**src/rtl/subtrator_serial_param_pkg.sv**
```systemverilog
// Shared definitions for the serial subtractor: FSM state encoding and the
// elaboration-time legality check for the WIDTH / DIGIT_W pair.
package subtrator_pkg;

    typedef enum logic [0:0] {
        ST_IDLE = 1'b0,
        ST_CALC = 1'b1
    } state_t;

    // WIDTH must be positive and an exact multiple of a non-zero DIGIT_W
    function automatic bit params_ok(input int width, input int digit_w);
        return (width >= 1) && (digit_w >= 1) && (digit_w <= width) &&
               ((width % digit_w) == 0);
    endfunction

endpackage

```
**src/rtl/subtrator_serial_param_if.sv**
```systemverilog
// Request/result bundle of the serial subtractor.
// The ovf signal exists only when SUBTRATOR_OVF_EN is defined.
interface subtrator_serial_param_if #(
    parameter int WIDTH = 8
);
    logic             start;
    logic [WIDTH-1:0] a;
    logic [WIDTH-1:0] b;
    logic             borrow_in;
    logic             busy;
    logic             done;
    logic [WIDTH-1:0] d;
    logic             borrow_out;
`ifdef SUBTRATOR_OVF_EN
    logic             ovf;
`endif

    modport master (
        output start, a, b, borrow_in,
        input  busy, done, d, borrow_out
`ifdef SUBTRATOR_OVF_EN
        , input ovf
`endif
    );

    modport slave (
        input  start, a, b, borrow_in,
        output busy, done, d, borrow_out
`ifdef SUBTRATOR_OVF_EN
        , output ovf
`endif
    );
endinterface

```
**src/rtl/subtrator_serial_param_fatia.sv**
```systemverilog
// Combinational DIGIT_W-bit ripple-borrow subtractor slice: d = a - b - borrow_in.
module subtrator_fatia #(
    parameter int DIGIT_W = 1
) (
    input  logic [DIGIT_W-1:0] a,
    input  logic [DIGIT_W-1:0] b,
    input  logic               borrow_in,
    output logic [DIGIT_W-1:0] d,
    output logic               borrow_out
);
    logic [DIGIT_W:0] chain_s;

    // ripple the borrow from the LSB upward, one full subtractor per bit
    always_comb begin
        chain_s    = '0;
        d          = '0;
        chain_s[0] = borrow_in;
        for (int i = 0; i < DIGIT_W; i++) begin
            d[i]         = a[i] ^ b[i] ^ chain_s[i];
            chain_s[i+1] = (~a[i] & b[i]) | (~(a[i] ^ b[i]) & chain_s[i]);
        end
        borrow_out = chain_s[DIGIT_W];
    end
endmodule

```
**src/rtl/subtrator_serial_param.sv**
```systemverilog
// Multi-cycle subtractor: a - b - borrow_in over WIDTH bits, DIGIT_W bits per
// clock, LSB first. Optional signed overflow flag under SUBTRATOR_OVF_EN.
module subtrator_serial_param
    import subtrator_pkg::*;
#(
    parameter int WIDTH   = 8,
    parameter int DIGIT_W = 1
) (
    input logic                    clk,
    input logic                    rst_n,
    subtrator_serial_param_if.slave bus
);
    localparam int NSTEPS = WIDTH / DIGIT_W;
    localparam int CNT_W  = $clog2(NSTEPS + 1);
    localparam logic [CNT_W-1:0] LAST_STEP = CNT_W'(NSTEPS - 1);

    generate
        if (!params_ok(WIDTH, DIGIT_W)) begin : g_param_check
            $error("subtrator_serial_param: WIDTH must be a multiple of DIGIT_W, 1 <= DIGIT_W <= WIDTH");
        end
    endgenerate

    state_t             state_r;
    state_t             state_next_s;
    logic               accept_s;
    logic               step_s;
    logic               finish_s;
    logic [CNT_W-1:0]   cnt_r;
    logic [WIDTH-1:0]   a_sh_r;
    logic [WIDTH-1:0]   b_sh_r;
    logic               borrow_r;
    logic [WIDTH-1:0]   acc_r;
    logic [WIDTH-1:0]   acc_next_s;
    logic [DIGIT_W-1:0] diff_s;
    logic               borrow_next_s;
    logic               busy_r;
    logic               done_r;
    logic [WIDTH-1:0]   d_r;
    logic               borrow_out_r;
`ifdef SUBTRATOR_OVF_EN
    logic               a_msb_r;
    logic               b_msb_r;
    logic               ovf_r;
`endif

    // FSM state register
    always_ff @(posedge clk) begin
        if (!rst_n) begin
            state_r <= ST_IDLE;
        end else begin
            state_r <= state_next_s;
        end
    end

    // FSM next-state: start only matters in IDLE, CALC leaves after the last step
    always_comb begin
        state_next_s = state_r;
        case (state_r)
            ST_IDLE: begin
                if (bus.start) state_next_s = ST_CALC;
                else           state_next_s = ST_IDLE;
            end
            ST_CALC: begin
                if (cnt_r == LAST_STEP) state_next_s = ST_IDLE;
                else                    state_next_s = ST_CALC;
            end
            default: state_next_s = ST_IDLE;
        endcase
    end

    // FSM output decode: datapath load / step / completion strobes
    always_comb begin
        accept_s = 1'b0;
        step_s   = 1'b0;
        finish_s = 1'b0;
        case (state_r)
            ST_IDLE: begin
                if (bus.start) accept_s = 1'b1;
                else           accept_s = 1'b0;
            end
            ST_CALC: begin
                step_s = 1'b1;
                if (cnt_r == LAST_STEP) finish_s = 1'b1;
                else                    finish_s = 1'b0;
            end
            default: begin
                accept_s = 1'b0;
                step_s   = 1'b0;
                finish_s = 1'b0;
            end
        endcase
    end

    subtrator_fatia #(
        .DIGIT_W (DIGIT_W)
    ) u_fatia (
        .a          (a_sh_r[DIGIT_W-1:0]),
        .b          (b_sh_r[DIGIT_W-1:0]),
        .borrow_in  (borrow_r),
        .d          (diff_s),
        .borrow_out (borrow_next_s)
    );

    // result accumulator fills from the MSB side so the last step leaves it aligned
    always_comb begin
        acc_next_s                        = acc_r >> DIGIT_W;
        acc_next_s[WIDTH-1 -: DIGIT_W]    = diff_s;
    end

    // operand shifters, borrow chain register, step counter and accumulator
    always_ff @(posedge clk) begin
        if (!rst_n) begin
            a_sh_r   <= '0;
            b_sh_r   <= '0;
            borrow_r <= 1'b0;
            cnt_r    <= '0;
            acc_r    <= '0;
`ifdef SUBTRATOR_OVF_EN
            a_msb_r  <= 1'b0;
            b_msb_r  <= 1'b0;
`endif
        end else if (accept_s) begin
            a_sh_r   <= bus.a;
            b_sh_r   <= bus.b;
            borrow_r <= bus.borrow_in;
            cnt_r    <= '0;
            acc_r    <= '0;
`ifdef SUBTRATOR_OVF_EN
            a_msb_r  <= bus.a[WIDTH-1];
            b_msb_r  <= bus.b[WIDTH-1];
`endif
        end else if (step_s) begin
            a_sh_r   <= a_sh_r >> DIGIT_W;
            b_sh_r   <= b_sh_r >> DIGIT_W;
            borrow_r <= borrow_next_s;
            cnt_r    <= cnt_r + CNT_W'(1);
            acc_r    <= acc_next_s;
        end else begin
            a_sh_r   <= a_sh_r;
            b_sh_r   <= b_sh_r;
            borrow_r <= borrow_r;
            cnt_r    <= cnt_r;
            acc_r    <= acc_r;
        end
    end

    // visible outputs: status every cycle, results only on the completion edge
    always_ff @(posedge clk) begin
        if (!rst_n) begin
            busy_r       <= 1'b0;
            done_r       <= 1'b0;
            d_r          <= '0;
            borrow_out_r <= 1'b0;
`ifdef SUBTRATOR_OVF_EN
            ovf_r        <= 1'b0;
`endif
        end else begin
            busy_r <= (state_next_s == ST_CALC);
            done_r <= finish_s;
            if (finish_s) begin
                d_r          <= acc_next_s;
                borrow_out_r <= borrow_next_s;
`ifdef SUBTRATOR_OVF_EN
                ovf_r        <= (a_msb_r != b_msb_r) && (acc_next_s[WIDTH-1] != a_msb_r);
`endif
            end else begin
                d_r          <= d_r;
                borrow_out_r <= borrow_out_r;
`ifdef SUBTRATOR_OVF_EN
                ovf_r        <= ovf_r;
`endif
            end
        end
    end

    assign bus.busy       = busy_r;
    assign bus.done       = done_r;
    assign bus.d          = d_r;
    assign bus.borrow_out = borrow_out_r;
`ifdef SUBTRATOR_OVF_EN
    assign bus.ovf        = ovf_r;
`endif

endmodule

```
**src/flat_wrapper.sv**
```systemverilog
// flat-port wrapper written by rule: the top's interface ports become plain ports
module subtrator_serial_param_flat import subtrator_pkg::*;
#(
    parameter int WIDTH   = 8,
    parameter int DIGIT_W = 1
)
  (clk, rst_n, bus_start, bus_a, bus_b, bus_borrow_in, bus_busy, bus_done, bus_d, bus_borrow_out);
  subtrator_serial_param_if #(.WIDTH(WIDTH)) bus_i ();
  input logic clk;
  input logic rst_n;
  input wire logic [$bits(bus_i.start)-1:0] bus_start;
  input wire logic [$bits(bus_i.a)-1:0] bus_a;
  input wire logic [$bits(bus_i.b)-1:0] bus_b;
  input wire logic [$bits(bus_i.borrow_in)-1:0] bus_borrow_in;
  output wire logic [$bits(bus_i.busy)-1:0] bus_busy;
  output wire logic [$bits(bus_i.done)-1:0] bus_done;
  output wire logic [$bits(bus_i.d)-1:0] bus_d;
  output wire logic [$bits(bus_i.borrow_out)-1:0] bus_borrow_out;
  assign bus_i.start = bus_start;
  assign bus_i.a = bus_a;
  assign bus_i.b = bus_b;
  assign bus_i.borrow_in = bus_borrow_in;
  assign bus_busy = bus_i.busy;
  assign bus_done = bus_i.done;
  assign bus_d = bus_i.d;
  assign bus_borrow_out = bus_i.borrow_out;
  subtrator_serial_param #(.WIDTH(WIDTH), .DIGIT_W(DIGIT_W)) u_core (.clk(clk), .rst_n(rst_n), .bus(bus_i));
endmodule
```
**config.mk**
```make
export PLATFORM = sky130hd
export DESIGN_NAME = subtrator_serial_param_flat
export DESIGN_NICKNAME = d
export VERILOG_FILES = /design/src/rtl/subtrator_serial_param_pkg.sv /design/src/rtl/subtrator_serial_param_if.sv /design/src/rtl/subtrator_serial_param_fatia.sv /design/src/rtl/subtrator_serial_param.sv /design/src/flat_wrapper.sv
export SDC_FILE = /design/constraint.sdc
export NUM_CORES = 1
export LEC_CHECK = 0
export BUFFER_PORTS_ARGS = -buffer_cell sky130_fd_sc_hd__buf_2
export CAP_MARGIN = 20
export CELL_PAD_IN_SITES_DETAIL_PLACEMENT = 1
export CELL_PAD_IN_SITES_GLOBAL_PLACEMENT = 1
export CORE_UTILIZATION = 40
export CTS_CLUSTER_SIZE = 14
export DETAILED_ROUTE_END_ITERATION = 16
export PLACE_DENSITY = 0.78
export SLEW_MARGIN = 20
export SYNTH_ARGS = -nofsm -noshare
export SYNTH_HDL_FRONTEND = slang
export SYNTH_HIERARCHICAL = 1
export SYNTH_SLANG_ARGS = --single-unit
```
**constraint.sdc**
```tcl
create_clock -name clk -period 1.27 [get_ports clk]
set_input_delay 0.127 -clock clk [delete_from_list [all_inputs] [get_ports clk]]
set_output_delay 0.127 -clock clk [all_outputs]
set_load 0.02 [all_outputs]
```
Yosys cells after proc, flatten, opt, wreduce, memory -nomap -nowiden
Index checks and enable logic that the tools add are counted.
{"block": "classes", "eq_ne": 1, "mux": 13, "n_reduce_logical": 2, "n_bitwise": 9, "add_sub_neg": 1}
{"operator": "8-bit two-way mux", "count": 4}
{"operator": "1-bit two-way mux", "count": 8}
{"operator": "4-bit by 1-bit adder with 4-bit output (second input constant)", "count": 1}
{"operator": "4-bit by 3-bit equality test with 1-bit output (second input constant)", "count": 1}
{"operator": "1-bit inverter", "count": 4}
{"operator": "1-bit bitwise AND", "count": 2}
{"operator": "1-bit one-hot mux with 2 select lines", "count": 1}
{"operator": "2-bit nonzero test", "count": 1}
{"operator": "2-bit OR reduction", "count": 1}
{"operator": "1-bit bitwise XOR", "count": 2}
{"operator": "1-bit bitwise OR", "count": 1}
{"block": "totals", "ff_bits": 40, "word_cells": 35}

Logic depth before layout (Yosys ltp)
Gate-level depths: netlist of run 1.
{"block": "logic_depth", "word_depth": 6, "depth_mapped": 5, "mapped_depth_nobuf": 5}

Modules after synthesis
Netlist of run 1, hierarchy kept.
{"mod": "subtrator_serial_param", "cells_per_inst": 160, "n_inst": 1, "area_each_um2": 1516.5, "seq_area_each_um2": 780.7}
{"mod": "subtrator_fatia", "cells_per_inst": 4, "n_inst": 1, "area_each_um2": 31.3, "seq_area_each_um2": 0.0}

Worst setup path before layout of run 1
OpenSTA, ideal clock, no wires.
{"block": "synth_timing", "path_kind": "flip-flop to flip-flop", "startpoint": "reg, netlist name u_core/bus.busy", "endpoint": "reg u_core.a_sh_r[3]", "synth_period_minus_slack_ns": 1.104, "n_path_buf": 1, "arrival_time_ns": 0.972, "slack_ns": 0.166, "stages_incl_launch_ff": 5, "path_cell_list": "dfxtp_1 -> inv_2 -> clkbuf_1 -> o21ai_0 -> a21oi_1"}
{"item": "end signal: assignment", "line": "subtrator_serial_param.sv:123", "rtl": "a_sh_r <= bus.a;"}
{"item": "end signal: assignment", "line": "subtrator_serial_param.sv:133", "rtl": "a_sh_r <= a_sh_r >> DIGIT_W;"}
{"item": "end signal: assignment", "line": "subtrator_serial_param.sv:139", "rtl": "a_sh_r <= a_sh_r;"}
{"item": "end: declaration", "line": "subtrator_serial_param.sv:29", "rtl": "logic [WIDTH-1:0] a_sh_r;"}

Final worst setup path of run 1
{"block": "layout_timing", "startpoint": "reg u_core.busy_r, in the netlist u_core/bus.busy", "endpoint": "out bus_busy"}
{"item": "start: declaration", "line": "subtrator_serial_param.sv:36", "rtl": "logic busy_r;"}
{"item": "start signal: assignment", "line": "subtrator_serial_param.sv:158", "rtl": "busy_r <= (state_next_s == ST_CALC);"}
{"item": "end: declaration", "line": "flat_wrapper.sv:15", "rtl": "output wire logic [$bits(bus_i.busy)-1:0] bus_busy;"}
No word-level cell between the ends.

==> metrics.md, run 1 <==
| Metric | Value |
|---|---|
| Hold_ws | `0.0859 ns` |
| Clock Path Buffers | `2` |
| Largest net degree at the start of global routing | `32` |
| Worst slew margin | `75.3%` |
| DP HPWL | `between 2000 and 2500 um` |
| Cells resized by post-CTS repair | `0` |
| Lkg Pwr | `~0.8 nW` |
| Crit path time final | `~1.2 ns` |
| Area grow syn2layout | `19.2%` |
| Crit end category | `primary output` |
| Synth top area share | `50.4%` |
| Mapped Avg Cell Area | `9.44 um^2` |
| Die Area | `0.00412 mm^2` |
| Global-route wire length before repair | `~5500 um` |
| RSZ-0062 raised after global routing | `false` |
| Pwr/cell area | `1270 mW/mm^2` |
| Net Count, Synth | `186` |
| Root buf cell | `clkbuf_8` |
| DRT iter0 DRCs | `48` |
| Via count | `1,204` |
| Core Footprint | `approximately 0.0037 mm^2` |
| Die width | `64.2 um` |
| Post-layout util | `50.0%` |
| Reg2Reg Depth | `4` |
| Final GP Congestion | `0.698` |
| Worst EP arrival | `1.08 ns` |
| Most frequent cell after synthesis | `dfxtp_1` |
| Ports | `31` |
| Dpl cells | `approximately 240` |
| CTS tree | `built` |
| Critical path class | `register to primary output` |
| Hold_buf cts | `0` |
| Final clock skew | `0.00501 ns` |
| Die height | `approximately 64 um` |
| HP Class | `input port to register` |
| Num CTS Buffers | `5` |
| Netlist cell types | `23` |
| Slew Viols, Final | `0` |
| Run status | `completed` |
| Initial Util | `42.0%` |
| Synth top area cells | `dfxtp_1 (50%), mux2i_1 (16%), o21ai_0 (7.4%)` |
| Yosys warnings | `6` |
| Post-CTS Setup Repair Bufs | `0` |
| Final hold viol count | `0` |
| Port-buffer cells | `30` |
| F_max | `826 MHz` |
| DR vias/cell | `a little under 5` |
| Fin Setup TNS | `0 ns` |
| GRT Util Overall | `about 17%` |
| Worst ir drop on vdd | `slightly above 0.7 mV` |
| Min-Delay Path Depth | `3` |
| Yosys reg bits | `39` |
| Crit Path Max Fanout | `7` |
| Critical path data required time | `~1.1 ns` |
| Later-pin clock latency in the skew report | `0.29 ns` |
| Yosys top cell by area | `dfxtp_1` |
| H-tree levels | `2` |
| Post-layout nets | `roughly 220` |
| Ant. Diodes | `0` |
| Post-Syn Area | `0.00155 mm^2` |
| Global route overflow | `0` |
| Primary FF master, synth | `dfxtp_1` |
| DRT Wirelength | `3100 um` |
| Pre-antenna DRT Iters | `3` |
| Antenna violations before repair | `0` |
| Clock sink total | `39` |
| Async set or reset register ratio after synthesis | `0%` |
| Worst-Margin Slew | `0.371 ns` |
| Routed WL per cell | `12.7 um` |
| Number of synthesized flops with an enable pin | `0` |
| FP Rows | `22` |
| Antenna viol nets, final | `0` |
| MaxCap Viol Count | `0` |
| Number of global-route vias before repair | `1,255` |
| Sequential fraction of the synthesis area | `between 50% and 60%` |
| Clock transition at path regs | `around 0.070 ns` |
| Final-report setup violation count | `0` |
| Startpoint types | `register` |
| DRC viols | `0` |
| Layout cells sized above 1 | `about 22%` |
| Most frequent cells after synthesis | `dfxtp_1 (39), mux2i_1 (25), o21ai_0 (23)` |
| Finished Layout Cells | `244` |
| Fin crit share | `95.3%` |
| Syn Inst Count | `164` |
path summary, 6_finish.rpt:
kind | start | endpoint | slack [ns]
hold reg to reg | u_core/bus.d[5]$_SDFFE_PN0P_ | u_core/bus.d[5]$_SDFFE_PN0P_ | 0.46
setup / recovery | u_core/bus.busy$_SDFF_PN0_ | bus_busy | 0.06
setup reg to reg | u_core/b_sh_r[0]$_SDFFE_PN0P_ | u_core/bus.d[7]$_SDFFE_PN0P_ | 0.06
hold / removal | bus_a[7] | u_core/a_sh_r[7]$_SDFFE_PN0P_ | 0.09
power by group:
part           internal, W  total [W]  switching [W]  leakage (nW)
registers          0.00128    0.00130      0.0000293         0.319
logic             0.000117   0.000250       0.000132         0.451
clock network     0.000385   0.000787       0.000402        0.0422
total              0.00178    0.00234       0.000563         0.812
routing by layer:
layer | global-route usage [%] | vias up | wire, um
li1 | - | 622 | -
met1 | 19.2 | 557 | 1370
met2 | 31.1 | 20 | 1560
met3 | 5.36 | 5 | 115
met4 | 6.67 | 0 | 47
met5 | 0 | - | 0
cells by family after synthesis:
kind of cell               synth area share (%)
AOI/OAI and AO/OA                          13.7
xor gates and xnor gates                   1.70
adders and majority gates                  2.10
buffers and inverters                      5.90
DFF                                        50.4
muxes                                      16.2
and+or+nand+nor                            9.94
placed cells by master, fill, tap and decap left out, drive strengths merged, types with 2 or more instances in the layout:
master  count
dfxtp      39
buf        37
mux2i      25
o21ai      24
a21oi      15
nor2       14
nand2      11
nand3       9
clkbuf      7
inv         5
xor2        2
state kept, by name, indices dropped and copies added, names as in the netlist:
signal	count
u_core/a_sh_r	8
u_core/acc_r	7
u_core/b_sh_r	8
u_core/borrow_r	1
u_core/bus.borrow_out	1
u_core/bus.busy	1
u_core/bus.d	8
u_core/bus.done	1
u_core/cnt_r	4
worst max-delay path: stages (launching register included):
cell and delay [ns]:
dfxtp_1 0.42, buf_4 0.20, buf_2 0.17
through the flow:
stage / setup WS (ns) / area (um^2) / total power (W)
final: 0.0597 / 1840 / 0.00234
after global routing: 0.00215 / 1840 / 0.00246
after CTS: 0.0317 / 1840 / 0.00238
after detailed placement: 0.0673 / 1760 / 0.00159
after global placement: 0.130 / 1760 / 0.00157
after floorplan: 0.166 / 1550 / 0.00150
layout make-up:
cell class,count,area (um^2)
Inverter,5,18.8
Multi-Input combinational cell,107,676
Clock inverter,1,5.00
Tap cell,48,60.1
Timing Repair Buffer,37,228
Clock buffer,7,76.3
Fill cell,452,1840
Sequential cell,39,781
Note: power is estimated with default switching activity, not from simulation.
==> run 2, diff against run 1 <==
==> constraint.sdc (replaced) <==
create_clock -name clk -period 1.27 [get_ports clk]
set_input_delay 0.254 -clock clk [delete_from_list [all_inputs] [get_ports clk]]
set_output_delay 0.254 -clock clk [all_outputs]
set_load 0.02 [all_outputs]
==> metrics.md, run 2 (same netlist as run 1, synthesis figures left out) <==
| Metric | Value |
|---|---|
| Run status | `completed (unchanged)` |
| Worst ir drop on vdd | `0.684 mV (was 0.707 mV)` |
| Ports | `31 (unchanged)` |
| Initial Util | `42.0% (unchanged)` |
| Most frequent cells in the layout | `dfxtp_1 (37), buf_2 (29), mux2i_1 (25) (was dfxtp_1 (39), buf_2 (30), mux2i_1 (25))` |
| RSZ-0062 raised after global routing | `false (unchanged)` |
| DRT iter0 DRCs | `55 (was 48)` |
| Later-pin clock latency in the skew report | `0.30 ns (was 0.29 ns)` |
| Critical R2R Capture | `u_core/acc_r[7]$_SDFFE_PP0P_ (was u_core/bus.d[7]$_SDFFE_PN0P_)` |
| Fin crit share | `95.1% (was 95.3%)` |
| Final-report setup violation count | `0 (unchanged)` |
| Final hold viol count | `0 (unchanged)` |
| Finished Layout Cells | `246 (was 244)` |
| Most common cell after layout, fill and taps aside | `dfxtp_1 (unchanged)` |
| Port-buffer cells | `30 (unchanged)` |
| Largest net degree at the start of global routing | `32 (unchanged)` |
| Lkg Pwr | `0.843 nW (was 0.812 nW)` |
| Die Area | `0.00412 mm^2 (unchanged)` |
| Hold_buf cts | `0 (unchanged)` |
| Worst Setup SP | `u_core/bus.busy$_SDFF_PN0_ (unchanged)` |
| Area grow syn2layout | `23.2% (was 19.2%)` |
| Reg2Reg Depth | `4 (unchanged)` |
| Crit Path Max Fanout | `7 (unchanged)` |
| Global route overflow | `0 (unchanged)` |
| Antenna viol nets, final | `0 (unchanged)` |
| Hold Startpoint | `bus_a[7] (unchanged)` |
| Worst R2R Setup Slack | `0.09 ns (was 0.06 ns)` |
| Core Footprint | `0.00369 mm^2 (unchanged)` |
| Critical path data required time | `1.02 ns (was 1.14 ns)` |
| Post-layout nets | `219 (was 217)` |
| F_max | `828 MHz (was 826 MHz)` |
| Layout cells sized above 1 | `25.3% (was 22.4%)` |
| Final GP Congestion | `0.684 (was 0.698)` |
| DRC viols | `0 (unchanged)` |
| HP Class | `input port to register (unchanged)` |
| GRT Util Overall | `18.1% (was 17.4%)` |
| Num CTS Buffers | `5 (unchanged)` |
| Worst-Margin Slew | `0.350 ns (was 0.371 ns)` |
| Number of global-route vias before repair | `1,239 (was 1,255)` |
| Clock Path Buffers | `2 (unchanged)` |
| Dpl cells | `238 (was 236)` |
| Worst slew margin | `76.7% (was 75.3%)` |
| H-tree levels | `2 (unchanged)` |
| CTS tree | `built (unchanged)` |
| Root buf cell | `clkbuf_8 (unchanged)` |
| DRT Wirelength | `3220 um (was 3100 um)` |
| Clock transition at path regs | `0.08 ns (was 0.07 ns)` |
| Fin Setup TNS | `0 ns (unchanged)` |
| Die width | `64.2 um (unchanged)` |
| Crit end category | `primary output (unchanged)` |
| Critical Path End | `bus_busy (unchanged)` |
| Crit path time final | `1.21 ns (about the same)` |
| Pwr/cell area | `1380 mW/mm^2 (was 1270 mW/mm^2)` |
| Post-layout util | `51.7% (was 50.0%)` |
| Die height | `64.2 um (unchanged)` |
| Routed WL per cell | `13.1 um (was 12.7 um)` |
| DP HPWL | `2210 um (was 2220 um)` |
| Antenna violations before repair | `0 (unchanged)` |
| Via count | `1,201 (was 1,204)` |
| Critical path class | `register to primary output (unchanged)` |
| DR vias/cell | `4.88 (was 4.93)` |
| MaxCap Viol Count | `0 (unchanged)` |
| Reg-to-reg critical path startpoint | `u_core/b_sh_r[0]$_SDFFE_PN0P_ (unchanged)` |
| Clock sink total | `39 (unchanged)` |
| Ant. Diodes | `0 (unchanged)` |
| Final clock skew | `0.00749 ns (was 0.00501 ns)` |
| Global-route wire length before repair | `5560 um (was 5490 um)` |
| Startpoint types | `register (unchanged)` |
| Pre-antenna DRT Iters | `4 (was 3)` |
| Slew Viols, Final | `0 (unchanged)` |
| Worst EP arrival | `0.95 ns (was 1.08 ns)` |
| Hold_ws | `0.200 ns (was 0.0859 ns)` |
| FP Rows | `22 (unchanged)` |
[run 2: through the flow]
step | total power (W) | area, um^2 | worst slack [ns]
global route | 0.00276 | 1910 | 0.0165
detailed placement | 0.00159 | 1780 | 0.0975
finish | 0.00264 | 1910 | 0.0625
floorplan | 0.00150 | 1550 | 0.166
global placement | 0.00157 | 1780 | 0.132
CTS | 0.00267 | 1900 | 0.0275
[run 2: critical path: stages, from the launching register on]
cell and delay [ns]:
dfxtp_4 0.38, buf_6 0.14, buf_4 0.14
[run 2: layer usage]
layer  GRT usage [%]  vias up  wire length (um)  share of wire, %
met1            21.0      547              1480                46
met4            7.50        0                57               1.8
met2            29.8       20              1550                48
li1                -      628                 -                 -
met3            6.61        6               139               4.3
met5               0        -                 0                 0
[run 2: worst min-delay path by stage]
stage	depth (start not counted)	end	slack, ns
final	3	u_core/a_sh_r[7]$_SDFFE_PN0P_	0.20
after global routing	3	u_core/a_sh_r[7]$_SDFFE_PN0P_	0.23
after CTS	3	u_core/a_sh_r[7]$_SDFFE_PN0P_	0.19
after detailed placement	2	u_core/bus.borrow_out$_SDFFE_PN0P_	0.46
after global placement	2	u_core/bus.d[6]$_SDFFE_PN0P_	0.45
after floorplan	2	u_core/a_sh_r[7]$_SDFFE_PN0P_	0.40
[run 2: where the power goes]
| part | total, W | internal [W] | switching (W) | leakage, nW |
|---|---|---|---|---|
| Clock | 0.00107 | 0.000636 | 0.000436 | 0.0612 |
| Combinational | 0.000259 | 0.000124 | 0.000135 | 0.463 |
| Sequential | 0.00131 | 0.00128 | 0.0000301 | 0.319 |
| Total | 0.00264 | 0.00203 | 0.000600 | 0.843 |
[run 2: timing repair]
action | CTS | global route
resized for setup | 3 | 2
endpoints found under the setup margin | 1 | 2
buffers inserted | 0 | 0
endpoints found under the hold margin | 0 | 0
[run 2: area by class of cell]
class	instances	area, um^2
clock buffer	6	82.6
clock inverter	2	35.0
fill	456	1780
inverter	5	18.8
multi-input combinational	107	676
sequential	39	786
tap	48	60.1
timing repair buffer	39	249
==> run 3, diff against run 2 <==
--- a/config.mk
+++ b/config.mk
@@ -12,6 +12,7 @@
 export CORE_UTILIZATION = 40
 export CTS_CLUSTER_SIZE = 14
 export DETAILED_ROUTE_END_ITERATION = 16
+export MAX_ROUTING_LAYER = met4
 export PLACE_DENSITY = 0.78
 export SLEW_MARGIN = 20
 export SYNTH_ARGS = -nofsm -noshare
==> metrics.md, run 3 (same netlist as run 1, synthesis figures left out) <==
| Metric | Value |
|---|---|
| Final GP Congestion | `0.691 (was 0.684)` |
| Flop pwr share | `49.8% (was 49.5%)` |
| DR vias/cell | `4.94 (was 4.88)` |
| Final-report setup violation count | `0 (unchanged)` |
| Dpl cells | `238 (unchanged)` |
| Most common cell after layout, fill and taps aside | `dfxtp_1 (unchanged)` |
| Crit end category | `primary output (unchanged)` |
| Startpoint types | `register (unchanged)` |
| Number of global-route vias before repair | `1,239 (unchanged)` |
| Area grow syn2layout | `23.2% (unchanged)` |
| Global-route wire length before repair | `5580 um (was 5560 um)` |
| Finished Layout Cells | `246 (unchanged)` |
| Clock Path Buffers | `2 (unchanged)` |
| Pre-antenna DRT Iters | `2 (was 4)` |
| Lkg Pwr | `0.843 nW (unchanged)` |
| Die width | `64.2 um (unchanged)` |
| Final hold viol count | `0 (unchanged)` |
| Most frequent cells in the layout | `dfxtp_1 (37), buf_2 (29), mux2i_1 (25) (unchanged)` |
| Layout cells sized above 1 | `25.3% (unchanged)` |
| Fin crit share | `94.9% (was 95.1%)` |
| RSZ-0062 raised after global routing | `false (unchanged)` |
| Critical path, cell by cell | `buf_6 -> buf_4 (unchanged)` |
| Ports | `31 (unchanged)` |
| Run status | `completed (unchanged)` |
| Worst R2R Setup Slack | `0.10 ns (was 0.09 ns)` |
| Largest net degree at the start of global routing | `32 (unchanged)` |
| Antenna violations before repair | `0 (unchanged)` |
| Hold_buf cts | `0 (unchanged)` |
| Pwr/cell area | `1380 mW/mm^2 (about the same)` |
| FF+latch area | `786 um^2 (unchanged)` |
| Reg2Reg Depth | `4 (unchanged)` |
| Post-layout util | `51.7% (unchanged)` |
| Slowest stage delay, CP | `0.38 ns (about the same)` |
| Worst-Margin Slew | `0.349 ns (was 0.350 ns)` |
| GRT Util Overall | `18.6% (was 18.1%)` |
| Later-pin clock latency in the skew report | `0.29 ns (was 0.30 ns)` |
| Setup Slack @ Placement | `0.0975 ns (unchanged)` |
| Clock sink total | `39 (unchanged)` |
| Design Power | `0.00262 W (was 0.00264 W)` |
| F_max | `830 MHz (was 828 MHz)` |
| Sw Share | `22.4% (was 22.8%)` |
| Port-buffer cells | `30 (unchanged)` |
| DRT Wirelength | `3200 um (was 3220 um)` |
| Clock share of power | `40.4% (was 40.6%)` |
| Final clock skew | `0.00678 ns (was 0.00749 ns)` |
| Clock transition at path regs | `0.07 ns (was 0.08 ns)` |
| Slew Viols, Final | `0 (unchanged)` |
| CTS tree | `built (unchanged)` |
| Combinational share of power | `9.9% (was 9.8%)` |
| MaxCap Viol Count | `0 (unchanged)` |
| Routed WL per cell | `13.0 um (was 13.1 um)` |
| Die Area | `0.00412 mm^2 (unchanged)` |
| NetSw | `0.000589 W (was 0.000600 W)` |
| Num CTS Buffers | `5 (unchanged)` |
| H-tree levels | `2 (unchanged)` |
| Crit path time final | `1.20 ns (was 1.21 ns)` |
| Worst ir drop on vdd | `0.659 mV (was 0.684 mV)` |
| Min-Delay Path Depth | `3 (unchanged)` |
| DP HPWL | `2210 um (unchanged)` |
| Antenna viol nets, final | `0 (unchanged)` |
| Internal power | `0.00203 W (about the same)` |
| FP Rows | `22 (unchanged)` |
| DRC viols | `0 (unchanged)` |
| Slowest CP cell | `dfxtp_4 (unchanged)` |
| Via count | `1,216 (was 1,201)` |
| Worst EP arrival | `0.95 ns (about the same)` |
| Reg-to-reg critical path startpoint | `u_core/b_sh_r[0]$_SDFFE_PN0P_ (unchanged)` |
| Setup ws final | `0.0652 ns (was 0.0625 ns)` |
| Hold Startpoint | `bus_a[7] (unchanged)` |
| Critical path data required time | `1.02 ns (about the same)` |
| Ant. Diodes | `0 (unchanged)` |
| Worst slew margin | `76.7% (about the same)` |
| Fin Setup TNS | `0 ns (unchanged)` |
| Filler cell count | `456 (unchanged)` |
| Core Footprint | `0.00369 mm^2 (unchanged)` |
| Hold Path Sink | `u_core/a_sh_r[7]$_SDFFE_PN0P_ (unchanged)` |
| Global route overflow | `0 (unchanged)` |
| Post-layout nets | `219 (unchanged)` |
| Critical R2R Capture | `u_core/acc_r[7]$_SDFFE_PP0P_ (unchanged)` |
| Die height | `64.2 um (unchanged)` |
| Crit Path Max Fanout | `7 (unchanged)` |
| HP Class | `input port to register (unchanged)` |
| Initial Util | `42.0% (unchanged)` |
| Critical path class | `register to primary output (unchanged)` |
| Area of the multi-input gates | `676 um^2 (unchanged)` |
| Root buf cell | `clkbuf_8 (unchanged)` |
| DRT iter0 DRCs | `45 (was 55)` |
-- run 3: cell counts in the layout (fill, tap and decap cells not counted) --
Identical to the previous run, type by type.
-- run 3: power by group through the flow --
stage,clock network (W),registers (W),logic [W]
5_1_grt,0.00115,0.00131,0.000291
6_report,0.00106,0.00131,0.000259
2_1_floorplan,0,0.00133,0.000174
4_1_cts,0.00110,0.00131,0.000263
3_5_place_dp,0,0.00133,0.000257
3_3_place_gp,0,0.00133,0.000245
-- run 3: repair_timing --
action,4_1_cts,5_1_grt
endpoints found under the hold margin,0,0
gates resized for setup,3,2
setup endpoints to repair,1,2
setup buffers,0,0
-- run 3: critical path: cells and delay by family, from the launching register on --
family | cells | cell delay, ns
flip-flops | 1 | 0.38
buffers and inverters | 2 | 0.28
-- run 3: area by class of cell --
| type | count | area share, % |
|---|---|---|
| flip-flops and latches | 39 | 41.2 |
| multi-input cells | 107 | 35.4 |
| repair buffers | 39 | 13.1 |
| clock buffers | 6 | 4.33 |
| well taps | 48 | 3.15 |
| clock inverters | 2 | 1.84 |
| inverters | 5 | 0.984 |
-- run 3: worst max path at each step --
stage | startpoint | to | slack (ns) | cells after the start
final | u_core/bus.busy$_SDFF_PN0_ | bus_busy | 0.07 | 2
after global routing | u_core/cnt_r[1]$_SDFFE_PP0P_ | u_core/bus.d[5]$_SDFFE_PN0P_ | 0.01 | 5
after CTS | u_core/bus.busy$_SDFF_PN0_ | bus_busy | 0.03 | 2
after detailed placement | u_core/b_sh_r[0]$_SDFFE_PN0P_ | u_core/acc_r[7]$_SDFFE_PP0P_ | 0.1 | 4
after global placement | u_core/b_sh_r[0]$_SDFFE_PN0P_ | u_core/acc_r[7]$_SDFFE_PP0P_ | 0.13 | 4
after floorplan | u_core/bus.busy$_SDFF_PN0_ | u_core/a_sh_r[3]$_SDFFE_PN0P_ | 0.17 | 4
-- run 3: per-stage QoR --
step	hold WS, ns	instance area, um^2
floorplan	0.401	1550
global placement	0.446	1780
detailed placement	0.456	1780
CTS	0.193	1900
global route	0.229	1910
finish	0.203	1910
-- run 3: layer usage --
metal / up-vias / global-route usage [%] / wire [um]
li1: 628 / - / -
met1: 558 / 21.0 / 1420
met2: 22 / 29.9 / 1590
met3: 8 / 6.61 / 148
met4: 0 / 7.50 / 42
met5: - / - / 0
